### src/rtl/wb_master_pkg.sv
// wb_master_pkg: shared state/status types and bus widths for the Wishbone master engine
package wb_master_pkg;
  localparam int ADR_W = 64;
  localparam int DAT_W = 64;
  localparam int SEL_W = 8;
  typedef enum logic [1:0] {IDLE, BUS, RETRY, RESP} state_t;
  typedef enum logic [1:0] {ST_OK = 2'b00, ST_ERR = 2'b01, ST_RTY = 2'b10, ST_TMO = 2'b11} status_t;
endpackage

### src/rtl/wb_master_timeout.sv
// wb_master_timeout: counts unterminated bus cycles and flags the last one allowed
module wb_master_timeout #(
  parameter int TIMEOUT = 256
) (
  input  logic clk,
  input  logic rst,
  input  logic clr,
  input  logic en,
  output logic expired
);
  logic [15:0] r_cnt;
  always_ff @(posedge clk or negedge rst)
    if (!rst) r_cnt <= '0;
    else if (clr) r_cnt <= '0;
    else if (en) r_cnt <= r_cnt + 16'd1;
  assign expired = r_cnt == 16'(TIMEOUT - 1);
endmodule

### src/rtl/wb_master_engine.sv
// wb_master_engine: single-outstanding Wishbone master with retry and timeout handling
module wb_master_engine
  import wb_master_pkg::*;
#(
  parameter int TIMEOUT   = 256,
  parameter int MAX_RETRY = 3
) (
  input  logic             clk,
  input  logic             rst,
  input  logic             cmd_valid,
  output logic             cmd_ready,
  input  logic             cmd_we,
  input  logic [ADR_W-1:0] cmd_adr,
  input  logic [DAT_W-1:0] cmd_dat,
  input  logic [SEL_W-1:0] cmd_sel,
  output logic             rsp_valid,
  input  logic             rsp_ready,
  output logic [DAT_W-1:0] rsp_dat,
  output logic [1:0]       rsp_status,
  output logic             CYC_O,
  output logic             STB_O,
  output logic             WE_O,
  output logic [ADR_W-1:0] ADR_O,
  output logic [DAT_W-1:0] DAT_O,
  output logic [SEL_W-1:0] SEL_O,
  input  logic [DAT_W-1:0] DAT_I,
  input  logic             ACK_I,
  input  logic             ERR_I,
  input  logic             RTY_I
);
  state_t           r_state, w_nxt;
  status_t          r_status, w_status;
  logic             r_live, r_we;
  logic [ADR_W-1:0] r_adr;
  logic [DAT_W-1:0] r_dat, r_rdat, w_rdat;
  logic [SEL_W-1:0] r_sel;
  logic [15:0]      r_retry, w_retry;
  logic             w_accept, w_bus, w_hold, w_term, w_expired;
  assign w_accept = cmd_valid && cmd_ready;
  assign w_bus    = r_state == BUS;
  assign w_hold   = w_bus || r_state == RETRY;
  assign w_term   = ACK_I || ERR_I || RTY_I;
  // Counter idles at zero outside BUS, so every BUS entry starts a fresh wait window
  wb_master_timeout #(.TIMEOUT(TIMEOUT)) u_tmo (
    .clk     (clk),
    .rst     (rst),
    .clr     (!w_bus),
    .en      (w_bus && !w_term),
    .expired (w_expired)
  );
  always_comb begin
    w_nxt    = r_state;
    w_status = r_status;
    w_rdat   = r_rdat;
    w_retry  = r_retry;
    case (r_state)
      IDLE: if (w_accept) begin
        w_nxt   = BUS;
        w_retry = '0;
      end
      BUS: if (ERR_I) begin
        w_nxt    = RESP;
        w_status = ST_ERR;
        w_rdat   = '0;
      end else if (RTY_I && r_retry < 16'(MAX_RETRY)) begin
        w_nxt   = RETRY;
        w_retry = r_retry + 16'd1;
      end else if (RTY_I) begin
        w_nxt    = RESP;
        w_status = ST_RTY;
        w_rdat   = '0;
      end else if (ACK_I) begin
        w_nxt    = RESP;
        w_status = ST_OK;
        w_rdat   = r_we ? '0 : DAT_I;
      end else if (w_expired) begin
        w_nxt    = RESP;
        w_status = ST_TMO;
        w_rdat   = '0;
      end
      RETRY: w_nxt = BUS;
      RESP: if (rsp_ready) begin
        w_nxt   = IDLE;
        w_retry = '0;
      end
      default: w_nxt = IDLE;
    endcase
  end
  always_ff @(posedge clk or negedge rst)
    if (!rst) begin
      r_state  <= IDLE;
      r_status <= ST_OK;
      r_live   <= 1'b0;
      r_we     <= 1'b0;
      r_adr    <= '0;
      r_dat    <= '0;
      r_sel    <= '0;
      r_rdat   <= '0;
      r_retry  <= '0;
    end else begin
      r_state  <= w_nxt;
      r_status <= w_status;
      r_live   <= 1'b1;
      r_rdat   <= w_rdat;
      r_retry  <= w_retry;
      if (w_accept) begin
        r_we  <= cmd_we;
        r_adr <= cmd_adr;
        r_dat <= cmd_dat;
        r_sel <= cmd_sel;
      end
    end
  assign cmd_ready  = r_live && r_state == IDLE;
  assign CYC_O      = w_bus;
  assign STB_O      = w_bus;
  assign WE_O       = w_hold && r_we;
  assign ADR_O      = w_hold ? r_adr : '0;
  assign DAT_O      = w_hold ? r_dat : '0;
  assign SEL_O      = w_hold ? r_sel : '0;
  assign rsp_valid  = r_state == RESP;
  assign rsp_dat    = rsp_valid ? r_rdat : '0;
  assign rsp_status = rsp_valid ? r_status : ST_OK;
endmodule

### config.mk
export PLATFORM = sky130hd
export DESIGN_NAME = wb_master_engine
export DESIGN_NICKNAME = d
export VERILOG_FILES = /design/src/rtl/wb_master_pkg.sv /design/src/rtl/wb_master_timeout.sv /design/src/rtl/wb_master_engine.sv
export SDC_FILE = /design/constraint.sdc
export NUM_CORES = 1
export LEC_CHECK = 0
export ABC_AREA = 1
export ABC_CLOCK_PERIOD_IN_PS = 2100
export CAP_MARGIN = 25
export CORE_ASPECT_RATIO = 1.1
export CORE_MARGIN = 2
export CORE_UTILIZATION = 35
export CTS_BUF_LIST = sky130_fd_sc_hd__clkbuf_8
export DETAILED_ROUTE_END_ITERATION = 8
export PLACE_DENSITY = 0.78
export SLEW_MARGIN = 5
export SYNTH_ARGS = -nofsm -noshare
export SYNTH_HDL_FRONTEND = slang
export SYNTH_HIERARCHICAL = 1
export SYNTH_SLANG_ARGS = --single-unit
export TNS_END_PERCENT = 50
### constraint.sdc
create_clock -name clk -period 2.1 [get_ports clk]
set_input_delay 0.21 -clock clk [delete_from_list [all_inputs] [get_ports clk]]
set_output_delay 0.21 -clock clk [all_outputs]
set_load 0.02 [all_outputs]
==> results by group <==
Finish
  • Commonest non-fill, non-tap cell in the layout: nand2_1
  • Area of the multi-input gates: 4520 µm²
  • Share of layout cells above drive strength 1: 29.5%
  • Register Area: 5960 µm²
  • # fillers: 2925
  • Most frequent cells in the layout: 343 x nand2_1, 248 x inv_1, 238 x dfrtp_1, 206 x clkdlybuf4s50_1, 137 x mux2_2
  • Nets: 2032
  • Area Overhead vs Synth: 52.0%

Global routing
  • GRT Util Overall: 19.9%
  • Largest net degree at the start of global routing: 80
  • Antenna violations before repair: 6
  • First-pass GRT wire length: 55.6 mm
  • Vias in the first global route: 10.8k
  • Total gr overflow: 0

Detailed routing
  • Pre-antenna DRT Iters: 5
  • Via density: 4.71
  • Starting DRT DRC Count: 471
  • Routed vias: 10.7k
  • Drt drc: 0
  • Post-DRT Antenna Nets: 0
  • Drt wl/cell: 16.4 µm
  • Drt total wl: 37.4 mm

Hold path
  • Worst Hold Class: input port to async pin

Floorplanning
  • Core ar.: 33300 µm²
  • Die Width: 179 µm
  • Die area: 35300 µm²
  • Die height: 197 µm
  • # IOs: 415
  • Initial core utilization: 35.5%
  • Cell Rows: 70

Synthesis
  • Post-synth ARST share: 100%
  • #FFs+latches synth: 238
  • EDFF count, synth: 0
  • Seq/Total Area, Yosys: 50.4%
  • Top FF cell, synth: dfrtp_1
  • Syn nets: 1586
  • Cell area after synthesis: 11800 µm²
  • Netlist cell types: 29
  • Post-Synthesis Cells: 1372
  • Mean post-synth cell area: 8.62 µm²
  • Area leader, netlist: dfrtp_1
  • Yosys top cell area share: 50.4%
  • Synth area leaders: dfrtp_1 50%, mux2_2 13%, nand2_1 12%, inv_1 9.1%, nand4_1 3.6%
  • Synthesis Warnings: 6

STA
  • Shortest period the worst path allows: 2.23 ns
  • Worst hold-check slack: 0.148 ns
  • Worst slew margin: 61.9%
  • Final Max Slew Viols: 0
  • Final WS setup: -0.130 ns
  • Actual slew at the worst max-slew pin: 0.570 ns
  • Hold Vio Cnt, Final: 0
  • Clock skew: 0.0138 ns
  • Endpoints failing setup: 78
  • Fmax: 0.448 GHz
  • Setup_tns: -2.22 ns
  • RSZ-0062 raised after global routing: true
  • Fin crit share: 106%

Critical path
  • Crit path max-delay cell type: dfrtp_1
  • Worst Path Required: 1.89 ns
  • Worst setup startpoint: r_state[1]$_DFFE_PN0P_
  • Max Fanout on Critical Path: 14
  • Crit path arrival time: 2.02 ns
  • Crit end category: primary output
  • Startpoint Class: register
  • Worst path cell trace: inv_2 > ha_4 > buf_12 > buf_8 > buf_16 > buf_4 > nand2_2 > inv_1 > buf_6
  • Max stage delay on crit path: 0.40 ns
  • RR Startpoint: r_state[1]$_DFFE_PN0P_
  • Crit Path Class: register to primary output

Clock tree
  • Clock buffer depth: 3
  • Total CTS buffers: 42
  • Clock-pin slew on the worst setup and hold paths: 0.06 ns
  • Worst skew pair latency: 0.55 ns
  • H-tree depth: 2
  • Root buffer cell: clkbuf_8
  • CTS tree: done
  • Clk sink count: 238

Power and ir drop
  • Total power draw: 27.8 mW
  • Pleak: 10.7 nW
  • Peak supply drop: 0.00144 V
  • Pwr dens: 1550 nW/µm²

Outcome
  • Failing checks: setup timing
  • Status: finished with violations

Placed design
  • Placement Setup Slack: 0.0262 ns
  • Detail Placement HPWL: 24.3 mm
  • Buffers on Ports: 414
  • RePlAce Congestion: 0.844

Run
  • Max_cap viols: 0
## worst paths after layout
check,slack (ns),cells past startpoint,end
max in group asynchronous,1.18,3,r_dat[25]$_DFFE_PN0P_
setup reg to reg,0.14,13,u_tmo/r_cnt[13]$_DFFE_PN0P_
hold reg to reg,0.47,2,r_status[0]$_DFFE_PN0P_
setup / recovery,-0.13,9,ADR_O[5]
min in group clk,0.27,2,r_adr[45]$_DFFE_PN0P_
hold / removal,0.15,2,r_rdat[45]$_DFFE_PN0P_
## state kept, by name, summed over array words and instances (netlist names)
register     cells
r_sel            8
r_dat           64
r_retry         16
r_rdat          64
r_live           1
r_status         2
r_we             1
r_adr           64
r_state          2
u_tmo/r_cnt     16
## what timing repair did
action,CTS,global route
hold endpoints to repair,238,0
pin swaps,0,1
buffers inserted,10,22
resized for setup,330,547
hold buffers,1,0
gates cloned,5,5
setup endpoints to repair,207,206
## through the flow
stage	utilization (%)	cells	instance area, µm²
after floorplan	-	1372	11800
after global routing	54.0	2281	18000
after global placement	49.3	2164	16400
final	54.0	2282	18000
after CTS	52.5	2254	17500
after detailed placement	49.3	2164	16400
## routing by layer
| metal | vias up | wire [µm] | GRT usage (%) |
|---|---|---|---|
| met5 | - | 13 | 0 |
| met4 | 2 | 1150 | 6.48 |
| met3 | 83 | 3620 | 6.15 |
| met2 | 496 | 18400 | 34.4 |
| met1 | 5113 | 14300 | 23.3 |
| li1 | 5044 | - | - |
## synth_stat cells, types with 5 or more instances
cell type  count
nand2_1      384
inv_1        287
dfrtp_1      238
mux2_2       137
nor2_1       106
nand4_1       68
clkbuf_1      32
buf_6         19
a21boi_0      14
buf_2         14
nand3_1        9
o21ai_0        7
a21oi_1        6
buf_1          6
ha_1           6
nand2_2        6
buf_4          5
## worst max-delay path: cells and delay by family (launching register included)
| family | cells | cell delay (ns) |
|---|---|---|
| flops | 1 | 0.40 |
| simple gates | 1 | 0.04 |
| fa+ha+maj | 1 | 0.23 |
| buf+inv | 7 | 0.79 |
## where the power goes
part | internal (mW) | switching (mW)
combinational | 7.60 | 8.36
sequential | 6.23 | 1.11
clock | 2.55 | 1.96
## cell families (layout without fill, tap and decap cells)
family | count (synthesis) | count (layout) | synth area share, %
AO/OA/AOI/OAI | 32 | 32 | 1.68
XOR/XNOR | 1 | 1 | 0.0741
adder cells (fa/ha/maj) | 6 | 6 | 0.635
buffers and inverters | 367 | 843 | 13.2
flip-flops | 238 | 238 | 50.4
multiplexers | 137 | 137 | 13.1
other | 1 | 3 | 0.0317
AND/OR/NAND/NOR | 590 | 590 | 21.0
## area by class of cell
| type | count | share of cell area (%) |
|---|---|---|
| sequential | 238 | 33.1 |
| tap | 432 | 3.01 |
| multi-input combinational | 767 | 25.2 |
| antenna | 2 | 0.0279 |
| clock inverter | 20 | 0.759 |
| timing repair buffer | 478 | 27.7 |
| inverter | 291 | 6.08 |
| clock buffer | 54 | 4.14 |
Note: power is estimated with default switching activity, not from simulation.
